--- src/rtl/ob_mk_table_acc_if.sv ---
// Command/table/response bundle for the table accumulator.
// Handshakes: a transfer happens on a rising clk edge where vld & rdy are both high;
// vld is held until that edge and the payload stays stable while vld is high.
interface ob_mk_table_acc_if #(
  parameter int N     = 16,
  parameter int Q_W   = 10,
  parameter int ACC_W = 16,
  parameter int RND_W = 2
);
  logic                      cmd_vld;
  logic                      cmd_rdy;
  logic                      cmd_mode;
  logic                      cmd_goal_en;
  logic [ACC_W-1:0]          cmd_goal;
  logic [N-1:0][Q_W-1:0]     tbl_quantity_r;
  logic [N-1:0]              tbl_vld_r;
  logic                      rsp_vld;
  logic                      rsp_rdy;
  logic [ACC_W-1:0]          rsp_quantity;
  logic                      rsp_goal_met;
  logic [RND_W-1:0]          rsp_rounds;
  logic                      busy;

  modport master (
    output cmd_vld, cmd_mode, cmd_goal_en, cmd_goal, tbl_quantity_r, tbl_vld_r, rsp_rdy,
    input  cmd_rdy, rsp_vld, rsp_quantity, rsp_goal_met, rsp_rounds, busy
  );

  modport slave (
    input  cmd_vld, cmd_mode, cmd_goal_en, cmd_goal, tbl_quantity_r, tbl_vld_r, rsp_rdy,
    output cmd_rdy, rsp_vld, rsp_quantity, rsp_goal_met, rsp_rounds, busy
  );
endinterface

--- src/rtl/ob_mk_table_acc.sv ---
// Walks the table from the top index downward LANES_N entries per cycle, summing
// quantities (or counting valid entries) with saturation and optional goal-based early exit.
module ob_mk_table_acc #(
  parameter int N        = 16,
  parameter int LANES_N  = 6,
  parameter int Q_W      = 10,
  parameter int ACC_W    = 16,
  localparam int ROUNDS_N = (N + LANES_N - 1) / LANES_N,
  localparam int RND_W    = $clog2(ROUNDS_N + 1)
) (
  input  logic                 clk,
  input  logic                 rst_n,
  ob_mk_table_acc_if.slave     bus,
  output logic [1:0]           dbg_state
);

  localparam int SUM_W = Q_W + $clog2(LANES_N + 1);
  localparam int EXT_W = ((SUM_W > ACC_W) ? SUM_W : ACC_W) + 1;

  typedef enum logic [1:0] {
    S_IDLE  = 2'd0,
    S_ACCUM = 2'd1,
    S_RSP   = 2'd2
  } state_t;

  state_t             state_q, state_d;
  logic [ACC_W-1:0]   acc_q, acc_d;
  logic [RND_W-1:0]   rnd_q;
  logic               mode_q;
  logic               goal_en_q;
  logic [ACC_W-1:0]   goal_q;

  logic [SUM_W-1:0]   round_sum;
  logic               round_inv;
  logic [EXT_W-1:0]   acc_ext;
  logic               goal_hit;
  logic               last_round;

  // Lane window for the current round; indices below zero simply never match.
  always_comb begin
    int hi;
    int lo;
    round_sum = '0;
    round_inv = 1'b0;
    hi = N - 1 - int'(rnd_q) * LANES_N;
    lo = hi - LANES_N + 1;
    for (int i = 0; i < N; i++) begin
      if ((i <= hi) && (i >= lo)) begin
        if (bus.tbl_vld_r[i]) begin
          round_sum = round_sum + (mode_q ? SUM_W'(1) : SUM_W'(bus.tbl_quantity_r[i]));
        end else begin
          round_inv = 1'b1;
        end
      end
    end
  end

  always_comb begin
    acc_ext = EXT_W'(acc_q) + EXT_W'(round_sum);
    if (acc_ext > EXT_W'({ACC_W{1'b1}})) begin
      acc_d = '1;
    end else begin
      acc_d = acc_ext[ACC_W-1:0];
    end
    goal_hit   = goal_en_q && (acc_d >= goal_q);
    last_round = (rnd_q == RND_W'(ROUNDS_N - 1)) || round_inv || goal_hit;
  end

  always_comb begin
    state_d = state_q;
    case (state_q)
      S_IDLE:  if (bus.cmd_vld) state_d = S_ACCUM;
      S_ACCUM: if (last_round)  state_d = S_RSP;
      S_RSP:   if (bus.rsp_rdy) state_d = S_IDLE;
      default: state_d = S_IDLE;
    endcase
  end

  always_ff @(posedge clk or negedge rst_n) begin
    if (!rst_n) begin
      state_q   <= S_IDLE;
      acc_q     <= '0;
      rnd_q     <= '0;
      mode_q    <= 1'b0;
      goal_en_q <= 1'b0;
      goal_q    <= '0;
    end else begin
      state_q <= state_d;
      case (state_q)
        S_IDLE: begin
          if (bus.cmd_vld) begin
            mode_q    <= bus.cmd_mode;
            goal_en_q <= bus.cmd_goal_en;
            goal_q    <= bus.cmd_goal;
            acc_q     <= '0;
            rnd_q     <= '0;
          end
        end
        S_ACCUM: begin
          acc_q <= acc_d;
          rnd_q <= rnd_q + RND_W'(1);
        end
        default: ;
      endcase
    end
  end

  // acc/rnd only move in ACCUM, so the response fields hold through RSP.
  assign bus.cmd_rdy      = (state_q == S_IDLE);
  assign bus.busy         = (state_q != S_IDLE);
  assign bus.rsp_vld      = (state_q == S_RSP);
  assign bus.rsp_quantity = acc_q;
  assign bus.rsp_rounds   = rnd_q;
  assign bus.rsp_goal_met = goal_en_q && (acc_q >= goal_q);
  assign dbg_state        = state_q;

endmodule

--- src/flat_wrapper.sv ---
// flat-port wrapper written by rule: the top's interface ports become plain ports
module ob_mk_table_acc_flat 
#(
  parameter int N        = 16,
  parameter int LANES_N  = 6,
  parameter int Q_W      = 10,
  parameter int ACC_W    = 16,
  localparam int ROUNDS_N = (N + LANES_N - 1) / LANES_N,
  localparam int RND_W    = $clog2(ROUNDS_N + 1)
)
  (clk, rst_n, dbg_state, bus_cmd_vld, bus_cmd_mode, bus_cmd_goal_en, bus_cmd_goal, bus_tbl_quantity_r, bus_tbl_vld_r, bus_rsp_rdy, bus_cmd_rdy, bus_rsp_vld, bus_rsp_quantity, bus_rsp_goal_met, bus_rsp_rounds, bus_busy);
  ob_mk_table_acc_if #(.N(N), .Q_W(Q_W), .ACC_W(ACC_W), .RND_W((2))) bus_i ();
  input  logic clk;
  input  logic rst_n;
  output logic [1:0] dbg_state;
  input wire logic [$bits(bus_i.cmd_vld)-1:0] bus_cmd_vld;
  input wire logic [$bits(bus_i.cmd_mode)-1:0] bus_cmd_mode;
  input wire logic [$bits(bus_i.cmd_goal_en)-1:0] bus_cmd_goal_en;
  input wire logic [$bits(bus_i.cmd_goal)-1:0] bus_cmd_goal;
  input wire logic [$bits(bus_i.tbl_quantity_r)-1:0] bus_tbl_quantity_r;
  input wire logic [$bits(bus_i.tbl_vld_r)-1:0] bus_tbl_vld_r;
  input wire logic [$bits(bus_i.rsp_rdy)-1:0] bus_rsp_rdy;
  output wire logic [$bits(bus_i.cmd_rdy)-1:0] bus_cmd_rdy;
  output wire logic [$bits(bus_i.rsp_vld)-1:0] bus_rsp_vld;
  output wire logic [$bits(bus_i.rsp_quantity)-1:0] bus_rsp_quantity;
  output wire logic [$bits(bus_i.rsp_goal_met)-1:0] bus_rsp_goal_met;
  output wire logic [$bits(bus_i.rsp_rounds)-1:0] bus_rsp_rounds;
  output wire logic [$bits(bus_i.busy)-1:0] bus_busy;
  assign bus_i.cmd_vld = bus_cmd_vld;
  assign bus_i.cmd_mode = bus_cmd_mode;
  assign bus_i.cmd_goal_en = bus_cmd_goal_en;
  assign bus_i.cmd_goal = bus_cmd_goal;
  assign bus_i.tbl_quantity_r = bus_tbl_quantity_r;
  assign bus_i.tbl_vld_r = bus_tbl_vld_r;
  assign bus_i.rsp_rdy = bus_rsp_rdy;
  assign bus_cmd_rdy = bus_i.cmd_rdy;
  assign bus_rsp_vld = bus_i.rsp_vld;
  assign bus_rsp_quantity = bus_i.rsp_quantity;
  assign bus_rsp_goal_met = bus_i.rsp_goal_met;
  assign bus_rsp_rounds = bus_i.rsp_rounds;
  assign bus_busy = bus_i.busy;
  ob_mk_table_acc #(.N(N), .LANES_N(LANES_N), .Q_W(Q_W), .ACC_W(ACC_W)) u_core (.clk(clk), .rst_n(rst_n), .bus(bus_i), .dbg_state(dbg_state));
endmodule
--- config.mk ---
export PLATFORM = sky130hd
export DESIGN_NAME = ob_mk_table_acc_flat
export DESIGN_NICKNAME = d
export VERILOG_FILES = /design/src/rtl/ob_mk_table_acc_if.sv /design/src/rtl/ob_mk_table_acc.sv /design/src/flat_wrapper.sv
export SDC_FILE = /design/constraint.sdc
export NUM_CORES = 1
export LEC_CHECK = 0
export BUFFER_PORTS_ARGS = -buffer_cell sky130_fd_sc_hd__buf_4
export CORE_MARGIN = 1.5
export CORE_UTILIZATION = 51
export CTS_CLUSTER_SIZE = 24
export DETAILED_ROUTE_END_ITERATION = 8
export PLACE_DENSITY = 0.8
export SLEW_MARGIN = 20
export SYNTH_ARGS = -nofsm -noshare
export SYNTH_HDL_FRONTEND = slang
export SYNTH_SLANG_ARGS = --single-unit
--- constraint.sdc ---
create_clock -name clk -period 40 [get_ports clk]
set_input_delay 8 -clock clk [delete_from_list [all_inputs] [get_ports clk]]
set_output_delay 8 -clock clk [all_outputs]
set_load 0.03 [all_outputs]
After elaboration in Yosys (flattened, before gate mapping)
Cells that the tools add are included.
{ "word_totals": {"register_bits": 38, "in_bits": 198, "out_inout_bits": 24, "word_cells": 183} }
{ "classes": {"addsub": 20, "multipliers": 1, "order_cmp": 35, "n_eq_ne": 6, "n_mux": 89, "n_reduce_logical": 26} }
{ "ops": {"columns": ["cell", "n"], "rows": [
  ["2-to-1 mux 13 bit", 32],
  ["greater-or-equal comparator 5 x 32 -> 1 bit (first input constant)", 8],
  ["<= comparator 5 x 32 -> 1 bit (first input constant)", 8],
  ["adder 13 bit", 15],
  ["2-to-1 mux 10 bit", 16],
  ["greater-or-equal comparator 4 x 32 -> 1 bit (first input constant)", 4],
  ["<= comparator 4 x 32 -> 1 bit (first input constant)", 4],
  ["greater-or-equal comparator 3 x 32 -> 1 bit (first input constant)", 2],
  ["<= comparator 3 x 32 -> 1 bit (first input constant)", 2],
  ["adder 32 x 2 -> 32 bit (second input constant)", 1],
  ["greater-or-equal comparator 1 x 32 -> 1 bit (first input constant)", 1],
  ["greater-or-equal comparator 16 bit", 2],
  ["greater-or-equal comparator 2 x 32 -> 1 bit (first input constant)", 1],
  ["<= comparator 1 x 32 -> 1 bit (first input constant)", 1],
  ["<= comparator 2 x 32 -> 1 bit (first input constant)", 1],
  ["2-to-1 mux 1 bit", 32],
  ["2-to-1 mux 16 bit", 2],
  ["case mux 16 bit (2 select lines)", 1],
  ["subtractor 32 x 4 -> 32 bit (second input constant)", 1],
  ["subtractor 5 x 32 -> 32 bit (first input constant)", 1],
  ["logical AND 1 bit", 18],
  ["adder 16 x 13 -> 17 bit", 1],
  ["greater-than comparator 17 x 16 -> 1 bit (second input constant)", 1],
  ["2-to-1 mux 2 bit", 4],
  ["other kinds (13)", 18]
]} }

Logic depth before layout (Yosys ltp)
{ "depth": {"depth_word": 60, "ltp_mapped": 111, "mapped_depth_nobuf": 109} }

Worst setup path before layout
OpenSTA, ideal clock, no wires.
{ "synth_timing": {"kind": "input port to flip-flop", "startpoint": "input port bus_tbl_quantity_r[10]", "endpoint": "register u_core.state_q[1] (netlist: u_core.dbg_state[1])", "setup_ps": 122, "arrival_time_ps": 25711, "t_required_ps": 39878, "path_slack_ps": 14167, "cell_stages": 97, "path_buffers": 0, "path_cell_list": "or2_2 > ha_1 > fa_1 > a21o_1 > a21oi_1 > xor2_1 > o21ai_1 > ha_1 > o21a_1 > o31a_1 > o21a_1 > or3_1 > a21oi_1 > nor3_1 > ha_1 > or3_1 > o22ai_1 > xnor2_1 > [... 61 more ...] > nor2_1 > nor2_1 > ha_1 > nand2b_1 > a21o_1 > a21o_1 > a21o_1 > a21o_1 > a21o_1 > a21o_1 > a21o_1 > a21o_1 > a21o_1 > a21o_1 > a21o_1 > a21oi_1 > o211ai_1 > a32o_1"} }
{ "synth_between": {"elab_chain_cells": 54} }
{ "synth_lines": {"columns": ["item", "line_no", "rtl"], "rows": [
  ["start, declared", "flat_wrapper.sv:20", "input wire logic [$bits(bus_i.tbl_quantity_r)-1:0] bus_tbl_quantity_r;"],
  ["2-to-1 mux 10 bit (*)", "ob_mk_table_acc.sv:50", "round_sum = round_sum + (mode_q ? SUM_W'(1) : SUM_W'(bus.tbl_quantity_r[i]));"],
  ["adder 13 bit (*)", "ob_mk_table_acc.sv:50", null],
  ["2-to-1 mux 13 bit (*)", "ob_mk_table_acc.sv:49", "if (bus.tbl_vld_r[i]) begin"],
  ["2-to-1 mux 13 bit (*)", "ob_mk_table_acc.sv:48", "if ((i <= hi) && (i >= lo)) begin"],
  ["adder 13 bit", "ob_mk_table_acc.sv:50", null],
  ["2-to-1 mux 13 bit", "ob_mk_table_acc.sv:49", null],
  ["2-to-1 mux 13 bit (*)", "ob_mk_table_acc.sv:48", null],
  ["adder 13 bit", "ob_mk_table_acc.sv:50", null],
  ["[... 38 more ...]", null, null],
  ["adder 16 x 13 -> 17 bit (*)", "ob_mk_table_acc.sv:59", "acc_ext = EXT_W'(acc_q) + EXT_W'(round_sum);"],
  ["greater-than comparator 17 x 16 -> 1 bit", "ob_mk_table_acc.sv:60", "if (acc_ext > EXT_W'({ACC_W{1'b1}})) begin"],
  ["2-to-1 mux 16 bit (*)", "ob_mk_table_acc.sv:60", null],
  ["greater-or-equal comparator 16 bit (*)", "ob_mk_table_acc.sv:65", "goal_hit = goal_en_q && (acc_d >= goal_q);"],
  ["logical AND 1 bit (*)", "ob_mk_table_acc.sv:65", null],
  ["logical OR 1 bit (*)", "ob_mk_table_acc.sv:66", "last_round = (rnd_q == RND_W'(ROUNDS_N - 1)) || round_inv || goal_hit;"],
  ["inequality test 2 x 1 -> 1 bit (no source line) (*)", null, null],
  ["AND reduction 3 bit (no source line) (*)", null, null],
  ["end signal, assigned", "ob_mk_table_acc.sv:88", "state_q <= state_d;"],
  ["end, declared", "ob_mk_table_acc.sv:26", "state_t state_q, state_d;"]
]} }
Mark *: on every way between the ends. The rest lies on a longest branch, timed or not.
A chain may end at the register's enable or synchronous reset.

Worst setup path in the final report
{ "layout_timing": {"startpoint": "input port bus_tbl_vld_r[0]", "endpoint": "register u_core.state_q[1] (netlist: u_core.dbg_state[1])"} }
{ "layout_between": {"elab_chain_cells": 55, "word_cells_on_any_way": 88, "cone_classes": "add/sub (16); order compare (2); eq/ne (1); mux (65); reduce/logical (4)"} }
{ "layout_lines": {"columns": ["item", "line_no", "rtl"], "rows": [
  ["start, declared", "flat_wrapper.sv:21", "input wire logic [$bits(bus_i.tbl_vld_r)-1:0] bus_tbl_vld_r;"],
  ["2-to-1 mux 13 bit", "ob_mk_table_acc.sv:49", null],
  ["2-to-1 mux 13 bit", "ob_mk_table_acc.sv:48", null],
  ["adder 13 bit", "ob_mk_table_acc.sv:50", null],
  ["2-to-1 mux 13 bit", "ob_mk_table_acc.sv:49", null],
  ["2-to-1 mux 13 bit", "ob_mk_table_acc.sv:48", null],
  ["adder 13 bit", "ob_mk_table_acc.sv:50", null],
  ["2-to-1 mux 13 bit", "ob_mk_table_acc.sv:49", null],
  ["2-to-1 mux 13 bit", "ob_mk_table_acc.sv:48", null],
  ["[... 39 more ...]", null, null],
  ["adder 16 x 13 -> 17 bit", "ob_mk_table_acc.sv:59", null],
  ["greater-than comparator 17 x 16 -> 1 bit", "ob_mk_table_acc.sv:60", null],
  ["2-to-1 mux 16 bit", "ob_mk_table_acc.sv:60", null],
  ["greater-or-equal comparator 16 bit", "ob_mk_table_acc.sv:65", null],
  ["logical AND 1 bit", "ob_mk_table_acc.sv:65", null],
  ["logical OR 1 bit (*)", "ob_mk_table_acc.sv:66", null],
  ["inequality test 2 x 1 -> 1 bit (no source line) (*)", null, null],
  ["AND reduction 3 bit (no source line) (*)", null, null]
]} }
Marks and branches as above.

==> metrics <==
status completed; CP Launch Type input port; number of synthesized flops with an enable pin 0; Synth Register Bits 38; Crit-path slowest cell nor2_1; synth warn 0; initial antenna violation count 0; share of layout cells above drive strength 1 0.171; first-pass GRT wire length a little over 60000 um; Slew Viols, Final 0; WP depth 103; met2 Resource Use GR 0.486; Slew @ Worst Pin 806 ps; buffers and inverters on the worst path 2; reg2reg path depth 105; footprint of the multi-input gates approximately 12000 sq um; CP Class input port to register; Synth top area share 0.194; CTS tree yes; Synth async-reset ratio 1.00; routed vias/inst 5.89; count of different cell masters after synthesis just under 100; CP Capture Type register; first drt pass iteration count 5; final hold viol count 0; clock root cell clkbuf_16; Core Region roughly 26000 sq um; worst min path class register to register; Clock Path Buffers 2; Fmax achieved between 30 and 40 MHz; CTS Sinks 38; vias ~14000; WHS Path Cells 1; Post-Syn Instances around 1800; dpl hpwl between 30000 and 40000 um; Hold Slack about 510 ps; CP arrival a little under 30000 ps; Post-Syn Nets approximately 2300; Clock Latency Late Sink slightly below 300 ps; WL per Instance 16.4 um; I/O Buffers 221; CP required around 40000 ps; Starting Density 0.518; synthesized area per cell 7.34 sq um; total grt overflow 0; cts repair resizes 0; antenna viol nets, final 0; final worst slack 11340 ps; Setup Total Neg Slack 0 ps; GR Util met1 0.346; hold_buf cts 0; GR met3 Demand/Resource 0.0292; Worst-path clk slew about 60 ps; number of DRC markers in iteration 0 800; cell family with most CP delay compound AO/OA/AOI/OAI gates; top cells by area, synth ha_1 (19%), dfrtp_1 (7.1%), nor2b_1 (6.9%); GP Congestion between 0.9 and 1; largest stage delay on the critical path 670 ps; Worst Skew slightly below 6 ps; Worst Path Max Fanout 13; Primary FF master, synth dfrtp_1; register area between 900 and 1000 sq um; synth cell count leaders ha_1 (208), nor2b_1 (148), inv_1 (138), nor2_1 (135), nand2_1 (127); WL final approximately 38000 um; synthesized area 13400 sq um; die height 165 um; H-tree Lvls 2; vias in the first global route roughly 13000; die footprint roughly 27000 sq um; Final nets 2422; cell taking the most area after synthesis ha_1; Max Cap Viol 0; most common cell in the netlist ha_1; DR DRC count 0; total CTS buffers 5; FILL cells about 2400; CP dominant cell by count ha_1; unrepaired setup endpoints after global routing false; layer with the highest usage met2; # IOs roughly 220; register area share after synthesis 0.0708; All-Layer GR Usage 0.274; Layout area overhead 15.0%; Final min period around 29000 ps; Post-Route Utilization 0.596; worst slack, placed roughly 11000 ps; die extent in x ~170 um; largest net degree at the start of global routing 58; worst rel slew slack 0.462; fin crit share 0.716; final setup violation count 0; num rows around 60; Setup Fix Bufs, Post-CTS 0
[stage by stage]
step	instances	cell area (sq um)
detailed placement	2328	15300
finish	2338	15400
CTS	2336	15400
global placement	2328	15300
global route	2336	15400
floorplan	1828	13400
[layer usage]
layer  wire (um)  share of wire
met5           0              0
met4        1050          0.027
met3        2260          0.059
met2       18400           0.48
met1       16700           0.43
[worst reg2reg max path, delay by kind of cell (launching register included)]
family                     cells  cell delay (ps)
muxes                          1              310
adders and majority gates     18             5560
AOI/OAI and AO/OA             42             8310
xor gates and xnor gates      14             2170
buffers and inverters          3              560
and+or+nand+nor               27             4490
DFF                            1              430
[worst paths after layout]
check	start	to	slack, ps
max	bus_tbl_vld_r[0]	u_core.dbg_state[1]	11340
min	u_core.goal_q[11]	u_core.goal_q[11]	510
max reg2reg	u_core.bus.rsp_rounds[0]	u_core.dbg_state[1]	18060
min reg2reg	u_core.goal_q[11]	u_core.goal_q[11]	510
max in group asynchronous	rst_n	u_core.mode_q	31930
min in group asynchronous	rst_n	u_core.goal_q[3]	7690
[cell families after synthesis]
kind of cell / after synthesis / synth area share
AOI/OAI and AO/OA: 542 / 0.273
xor gates and xnor gates: 119 / 0.0799
adders and majority gates: 224 / 0.218
buffers and inverters: 199 / 0.0592
DFF: 38 / 0.0708
muxes: 59 / 0.0492
and+or+nand+nor: 647 / 0.250
[sequential cells by signal, indices dropped and copies added, names as in the netlist]
name,count
u_core.dbg_state,2
u_core.bus.rsp_rounds,2
u_core.bus.rsp_quantity,16
u_core.goal_en_q,1
u_core.mode_q,1
u_core.goal_q,16
[cell usage in the layout, fill, tap and decap left out, types with 10 or more instances in the layout]
| cell type | instances |
|---|---|
| a31oi_1 | 17 |
| o211ai_1 | 12 |
| nand2b_1 | 42 |
| or3_1 | 11 |
| o21ai_1 | 11 |
| ha_1 | 208 |
| o22ai_1 | 10 |
| dfrtp_1 | 37 |
| a21oi_1 | 120 |
| o21a_1 | 37 |
| nand2_1 | 127 |
| or2_2 | 21 |
| nor2_1 | 135 |
| nand3_1 | 42 |
| buf_4 | 226 |
| o21ai_0 | 102 |
| o31ai_1 | 14 |
| a211oi_1 | 10 |
| fa_1 | 16 |
| inv_1 | 138 |
| nor3_1 | 33 |
| xor2_1 | 34 |
| xnor2_1 | 81 |
| a21o_1 | 72 |
| and2_1 | 33 |
| mux2_2 | 46 |
| nor2b_1 | 148 |
| and3_1 | 11 |
| a22oi_1 | 10 |
| o21bai_1 | 25 |
[final cells by class]
type,count,share of cell area
Tap cell,335,0.0272
Antenna cell,2,0.000324
Multi-Input combinational cell,1591,0.756
Clock inverter,3,0.00259
Sequential cell,38,0.0618
Inverter,138,0.0336
Clock buffer,5,0.00811
Timing Repair Buffer,226,0.110
Power is not shown: default switching activity piles up to over one toggle a cycle in this logic, so the estimate is an artifact.
